## config.mk

```make
export PLATFORM = sky130hd
export DESIGN_NAME = load_store_unit
export DESIGN_NICKNAME = d
export VERILOG_FILES = /design/src/rtl/load_store_unit.sv
export SDC_FILE = /design/constraint.sdc
export NUM_CORES = 1
export LEC_CHECK = 0
export CAP_MARGIN = 20
export CORE_MARGIN = 2
export CORE_UTILIZATION = 46
export CTS_BUF_LIST = sky130_fd_sc_hd__clkbuf_4 sky130_fd_sc_hd__clkbuf_8 sky130_fd_sc_hd__clkbuf_16
export DETAILED_ROUTE_END_ITERATION = 10
export PLACE_DENSITY = 0.86
export SETUP_SLACK_MARGIN = 0.02
export SKIP_CTS_REPAIR_TIMING = 1
export SLEW_MARGIN = 5
export SYNTH_ARGS = -nofsm -noshare
export SYNTH_HDL_FRONTEND = slang
export SYNTH_SLANG_ARGS = --single-unit
```

## constraint.sdc

```tcl
create_clock -name clock -period 2.3 [get_ports clock]
set_input_delay 0.69 -clock clock [delete_from_list [all_inputs] [get_ports clock]]
set_output_delay 0.69 -clock clock [all_outputs]
set_load 0.005 [all_outputs]
```

## src/rtl/load_store_unit.sv

```systemverilog
// load_store_unit: memory stage after the ALU. Turns ALU_result into one
// load or store on the data-memory req/ack port, builds byte enables and
// lane-replicated store data, and returns extended load data.
// Optional feature macro: MISALIGN_TRAP_EN. When defined, misaligned half/word
// accesses fault with cause 01 instead of being force-aligned.
//
// Handshake: dmem_req rises the cycle after an op is accepted and stays high,
// with dmem_we/addr/be/wdata held constant, until a cycle in which dmem_ack is
// sampled high on the rising edge; that edge completes the transfer.
module load_store_unit #(
    parameter int unsigned TIMEOUT_CYCLES = 255
) (
    input  logic        clock,
    input  logic        reset,
    input  logic        op_valid,
    input  logic        op_write,
    input  logic [2:0]  funct3,
    input  logic [31:0] ALU_result,
    input  logic [31:0] store_data,
    output logic        stall,
    output logic        done,
    output logic [31:0] load_data,
    output logic        fault,
    output logic [1:0]  fault_cause,
    output logic        dmem_req,
    output logic        dmem_we,
    output logic [31:0] dmem_addr,
    output logic [3:0]  dmem_be,
    output logic [31:0] dmem_wdata,
    input  logic        dmem_ack,
    input  logic [31:0] dmem_rdata,
    output logic [1:0]  state_dbg
);

    typedef enum logic [1:0] {
        S_IDLE = 2'd0,
        S_REQ  = 2'd1,
        S_DONE = 2'd2
    } state_t;

    localparam logic [15:0] TO_LAST = 16'(TIMEOUT_CYCLES - 1);

    localparam logic [1:0] CAUSE_NONE    = 2'b00;
    localparam logic [1:0] CAUSE_TIMEOUT = 2'b10;
    localparam logic [1:0] CAUSE_ILLEGAL = 2'b11;
`ifdef MISALIGN_TRAP_EN
    localparam logic [1:0] CAUSE_MISALIGN = 2'b01;
`endif

    state_t      state_q, state_d;
    logic [15:0] cnt_q, cnt_d;
    logic        we_q, we_d;
    logic [2:0]  f3_q, f3_d;
    logic [1:0]  off_q, off_d;
    logic [31:0] addr_q, addr_d;
    logic [3:0]  be_q, be_d;
    logic [31:0] wdata_q, wdata_d;
    logic        fault_q, fault_d;
    logic [1:0]  cause_q, cause_d;
    logic [31:0] ld_q, ld_d;

    // Decode of the incoming op: legality, effective lane offset, enables and data.
    logic        op_legal;
    logic        op_half;
    logic        op_word;
    logic [1:0]  op_off;
    logic [3:0]  op_be;
    logic [31:0] op_wdata;
`ifdef MISALIGN_TRAP_EN
    logic        op_misaligned;
`endif

    // Combinational decode of the op presented by the execute stage.
    always_comb begin
        op_half  = (funct3[1:0] == 2'b01);
        op_word  = (funct3[1:0] == 2'b10);
        op_legal = 1'b0;
        case (funct3)
            3'b000, 3'b001, 3'b010: op_legal = 1'b1;
            3'b100, 3'b101:         op_legal = !op_write;
            default:                op_legal = 1'b0;
        endcase
        // Force-aligned lane offset: halves drop bit 0, words drop both bits.
        if (op_word) begin
            op_off = 2'b00;
        end else if (op_half) begin
            op_off = {ALU_result[1], 1'b0};
        end else begin
            op_off = ALU_result[1:0];
        end
        if (op_word) begin
            op_be    = 4'b1111;
            op_wdata = store_data;
        end else if (op_half) begin
            op_be    = op_off[1] ? 4'b1100 : 4'b0011;
            op_wdata = {2{store_data[15:0]}};
        end else begin
            op_be    = 4'b0001 << op_off;
            op_wdata = {4{store_data[7:0]}};
        end
`ifdef MISALIGN_TRAP_EN
        op_misaligned = (op_half && ALU_result[0]) ||
                        (op_word && (ALU_result[1:0] != 2'b00));
`endif
    end

    // Load lane select and sign/zero extension using the latched op.
    logic [31:0] ld_ext;
    logic [7:0]  ld_byte;
    logic [15:0] ld_half;

    // Extract the addressed byte/half from the returned word and extend it.
    always_comb begin
        ld_byte = dmem_rdata[8*off_q +: 8];
        ld_half = off_q[1] ? dmem_rdata[31:16] : dmem_rdata[15:0];
        case (f3_q)
            3'b000:  ld_ext = {{24{ld_byte[7]}}, ld_byte};
            3'b001:  ld_ext = {{16{ld_half[15]}}, ld_half};
            3'b100:  ld_ext = {24'd0, ld_byte};
            3'b101:  ld_ext = {16'd0, ld_half};
            default: ld_ext = dmem_rdata;
        endcase
    end

    // Next-state logic: accept in IDLE, wait for ack or timeout in REQ, pulse DONE.
    always_comb begin
        state_d = state_q;
        cnt_d   = cnt_q;
        we_d    = we_q;
        f3_d    = f3_q;
        off_d   = off_q;
        addr_d  = addr_q;
        be_d    = be_q;
        wdata_d = wdata_q;
        fault_d = fault_q;
        cause_d = cause_q;
        ld_d    = ld_q;
        case (state_q)
            S_IDLE: begin
                if (op_valid) begin
                    we_d    = op_write;
                    f3_d    = funct3;
                    off_d   = op_off;
                    addr_d  = {ALU_result[31:2], 2'b00};
                    be_d    = op_be;
                    wdata_d = op_wdata;
                    ld_d    = 32'd0;
                    cnt_d   = 16'd0;
                    fault_d = 1'b0;
                    cause_d = CAUSE_NONE;
                    if (!op_legal) begin
                        fault_d = 1'b1;
                        cause_d = CAUSE_ILLEGAL;
                        state_d = S_DONE;
`ifdef MISALIGN_TRAP_EN
                    end else if (op_misaligned) begin
                        fault_d = 1'b1;
                        cause_d = CAUSE_MISALIGN;
                        state_d = S_DONE;
`endif
                    end else begin
                        state_d = S_REQ;
                    end
                end
            end
            S_REQ: begin
                // An ack in the last allowed cycle still completes cleanly.
                if (dmem_ack) begin
                    ld_d    = we_q ? 32'd0 : ld_ext;
                    fault_d = 1'b0;
                    cause_d = CAUSE_NONE;
                    state_d = S_DONE;
                end else if (cnt_q == TO_LAST) begin
                    ld_d    = 32'd0;
                    fault_d = 1'b1;
                    cause_d = CAUSE_TIMEOUT;
                    state_d = S_DONE;
                end else begin
                    cnt_d = cnt_q + 16'd1;
                end
            end
            S_DONE: begin
                state_d = S_IDLE;
            end
            default: begin
                state_d = S_IDLE;
            end
        endcase
    end

    // State and datapath registers with synchronous active-low reset.
    always_ff @(posedge clock) begin
        if (!reset) begin
            state_q <= S_IDLE;
            cnt_q   <= 16'd0;
            we_q    <= 1'b0;
            f3_q    <= 3'd0;
            off_q   <= 2'd0;
            addr_q  <= 32'd0;
            be_q    <= 4'd0;
            wdata_q <= 32'd0;
            fault_q <= 1'b0;
            cause_q <= 2'd0;
            ld_q    <= 32'd0;
        end else begin
            state_q <= state_d;
            cnt_q   <= cnt_d;
            we_q    <= we_d;
            f3_q    <= f3_d;
            off_q   <= off_d;
            addr_q  <= addr_d;
            be_q    <= be_d;
            wdata_q <= wdata_d;
            fault_q <= fault_d;
            cause_q <= cause_d;
            ld_q    <= ld_d;
        end
    end

    // Outputs are decoded from registered state so nothing glitches on inputs.
    assign stall       = (state_q != S_IDLE);
    assign done        = (state_q == S_DONE);
    assign load_data   = done ? ld_q : 32'd0;
    assign fault       = done & fault_q;
    assign fault_cause = done ? cause_q : 2'd0;
    assign dmem_req    = (state_q == S_REQ);
    assign dmem_we     = dmem_req & we_q;
    assign dmem_addr   = dmem_req ? addr_q : 32'd0;
    assign dmem_be     = dmem_req ? be_q : 4'd0;
    assign dmem_wdata  = dmem_req ? wdata_q : 32'd0;
    assign state_dbg   = state_q;

endmodule
```

==> run_results.csv <==
group,metric,value,unit
outcome,status,"finished with violations",
outcome,violations,"negative setup slack",
logic_synthesis,synth_cell_type_count,44,
power,clock_power_share,0.436,
power,leakage,4.793,nW
sta,worst-slew-pin-transition,0.8265,ns
clock_network,cts_buffers,17,
finish,area_growth,55.30,%
floorplan,fp.dieArea,14350,um2
logic_synthesis,yosysWarnings,0,
route,drtIter0Drc,516,
power,switching_share,0.2506,
route,ant_nets,0,
clock_network,clk_latency,0.41,ns
setup_path,slowest_delay,0.32,ns
setup_path,critPathArrivalTime,1.73,ns
setup_path,cp-startpoint,"state_dbg[1]",
floorplan,core_area,13190,um2
placed_design,place.gp.congestion,0.8697,
power,power.internal,4.585,mW
sta,slew_headroom,0.4478,
hold_path,hp-class,"flop to flop",
logic_synthesis,synth.avg_cell_area,8.092,um2
global_route,overflow,0,
setup_path,reg2reg_to,"ld_q[15]",
global_route,grt_pass1_vias,5926,
power,power_density,638.9,nW/um2
placed_design,dp_hpwl,13330,um
clock_network,cts_root_buffer,"clkbuf_16",
power,power_frac_comb,0.178,
logic_synthesis,synthFlopType,"dfxtp_1",
floorplan,initial_core_util,0.4675,
setup_path,cp_top_family,"buffers and inverters",
sta,period_share,1.051,
clock_network,clockBufferDepth,2,
logic_synthesis,syn-instance-count,762,
global_route,antenna_found_initial,0,
logic_synthesis,ys_seq_area_frac,0.4026,
sta,finalSetupViolCount,10,
setup_path,critPathSlowestCell,"dfxtp_2",
sta,slew_violations,0,
setup_path,cp_num_buf_inv,6,
finish,layout_common_cells,"nand2_1, dfxtp_1, clkdlybuf4s50_1",
route,vias,6526,
route,wire_per_inst,17.53,um
logic_synthesis,synth-edff-count,0,
clock_network,h-tree-depth,4,
setup_path,ff2ff_path_depth,6,
setup_path,rr_startpoint,"cnt_q[7]",
route,remaining_drc_errors,0,
clock_network,path_clk_slew,0.06,ns
finish,drive_gt1_frac,0.1953,
setup_path,r2r_slack,0.39,ns
power,power,6.118,mW
logic_synthesis,syn_area,6166,um2
power,irDropWorstVdd,0.5371,mV
sta,skew,0.007940,ns
setup_path,path_class,"flop to primary output",
setup_path,cp_max_fo,5,
logic_synthesis,synth-async-reset-ratio,0,
sta,fmax,413.9,MHz
flow_run,maxCapViolations,0,
placed_design,dp_slack,-0.03360,ns
finish,num_antenna_cells,0,
power,p_sw,1.533,mW
route,first_pass_iters,5,
sta,hold_viol,0,
setup_path,worstSetupStartpointType,"flop",
finish,nets,1112,
clock_network,numClockSinks,124,
placed_design,io_buffer_count,210,
finish,mostFrequentLayoutCell,"nand2_1",
clock_network,cts_tree,"done",
sta,finalSetupTns,-0.4664,ns
logic_synthesis,synth-seq-cells,124,
power,power.share.sequential,0.385,
finish,fin_util,0.7260,
floorplan,dieWidth,119.8,um
floorplan,die_y,119.8,um
setup_path,crit_cells,8,
route,wl,20950,um
sta,period_minus_slack,2.416,ns
finish,fill_cells,955,
sta,fin_ws,-0.1163,ns
global_route,grt_usage,0.2585,
sta,whs,0.4563,ns
global_route,grt_pass1_wl,29790,um
setup_path,crit_required,1.61,ns
global_route,grt_max_degree,65,
floorplan,rows,42,
route,viasPerCell,5.461,
setup_path,cp-endpoint,"load_data[12]",
floorplan,io_pins,213,
setup_path,cp_cell_sequence,"buf_6 > nor2b_4 > buf_4 > buf_6 > buf_4 > buf_4 > and2_4 > buf_6",
sta,rsz0062_at_grt,"true",
setup_path,endpoint_kind,"primary output",
## power by group through the flow
| stage | Clock, mW | Sequential (mW) | Combinational [mW] |
|---|---|---|---|
| after floorplan | 0 | 2.37 | 0.481 |
| after global placement | 0 | 2.39 | 0.931 |
| after detailed placement | 0 | 2.39 | 0.946 |
| after CTS | 2.69 | 2.35 | 0.958 |
| after global routing | 2.80 | 2.37 | 1.17 |
| final | 2.67 | 2.36 | 1.09 |
## sequential cells by signal, summed over array words and instances, names as in the netlist
name	flops
state_dbg	2
cnt_q	16
addr_q	30
wdata_q	32
ld_q	32
cause_q	1
we_q	1
f3_q	3
off_q	2
be_q	4
fault_q	1
## worst reg2reg max path, delay by kind of cell (launching register included)
| family | cells | cell delay (ns) |
|---|---|---|
| buffers and inverters | 1 | 0.15 |
| flip-flops | 1 | 0.42 |
| AO/OA/AOI/OAI | 2 | 0.49 |
| AND/OR/NAND/NOR | 3 | 0.74 |
## synthesized netlist by cell type (all sizes together), types with 3 or more instances
| cell | n | area share |
|---|---|---|
| o21ai | 34 | 0.028 |
| a21boi | 47 | 0.057 |
| xor2 | 11 | 0.016 |
| and2 | 106 | 0.11 |
| nand2 | 124 | 0.075 |
| a221oi | 8 | 0.011 |
| mux2 | 8 | 0.015 |
| nand4 | 10 | 0.013 |
| and3 | 10 | 0.010 |
| clkbuf | 48 | 0.029 |
| nand3 | 15 | 0.012 |
| nand2b | 16 | 0.016 |
| dfxtp | 124 | 0.40 |
| a21oi | 48 | 0.039 |
| o211ai | 4 | 0.0049 |
| a22o | 25 | 0.036 |
| a31oi | 10 | 0.010 |
| inv | 13 | 0.0079 |
| nor2b | 13 | 0.013 |
| buf | 13 | 0.015 |
| o211a | 8 | 0.013 |
| a211oi | 3 | 0.0037 |
| o2bb2ai | 8 | 0.011 |
| nor2 | 36 | 0.022 |
## worst min-delay path by stage
stage                     slack (ns)   endpoint  cells past startpoint       from
after global routing            0.48    ld_q[5]                      1    ld_q[5]
after detailed placement        0.44    ld_q[4]                      1    ld_q[4]
final                           0.46  addr_q[5]                      2  addr_q[5]
after global placement          0.44    ld_q[1]                      1    ld_q[1]
after CTS                       0.46    ld_q[4]                      1    ld_q[4]
after floorplan                 0.42    ld_q[0]                      1    ld_q[0]
## area by class of cell
type,instances,area [um2],area share
inverter,13,61.31,0.006403
sequential,124,2485,0.2595
clock buffer,25,504.2,0.05266
multi-input combinational,565,3416,0.3567
timing repair buffer,285,2801,0.2926
tap,176,220.2,0.02300
clock inverter,7,87.58,0.009147
## logic make-up after synthesis
family	Yosys count	share of synthesized area
other cells	1	0.0006082
mux	9	0.01623
compound gates	201	0.2224
flops	124	0.4026
simple gates	340	0.2861
xor+xnor	11	0.01562
fa+ha+maj	2	0.004058
buf+inv	74	0.05235
## per-stage QoR
stage / area, um2 / cells
floorplan: 6170 / 763
global placement: 8655 / 1131
detailed placement: 8655 / 1131
CTS: 9246 / 1163
global route: 9575 / 1195
finish: 9575 / 1195
## routing by layer
layer  vias to the layer above  part of all wire  GRT usage
li1                       3094                 -          -
met1                      3113              0.40     0.3191
met2                       289              0.50     0.4207
met3                        30             0.087    0.09791
met4                         0             0.015    0.07574
met5                         -                 0          0
Power figures use the tool's default switching activity.
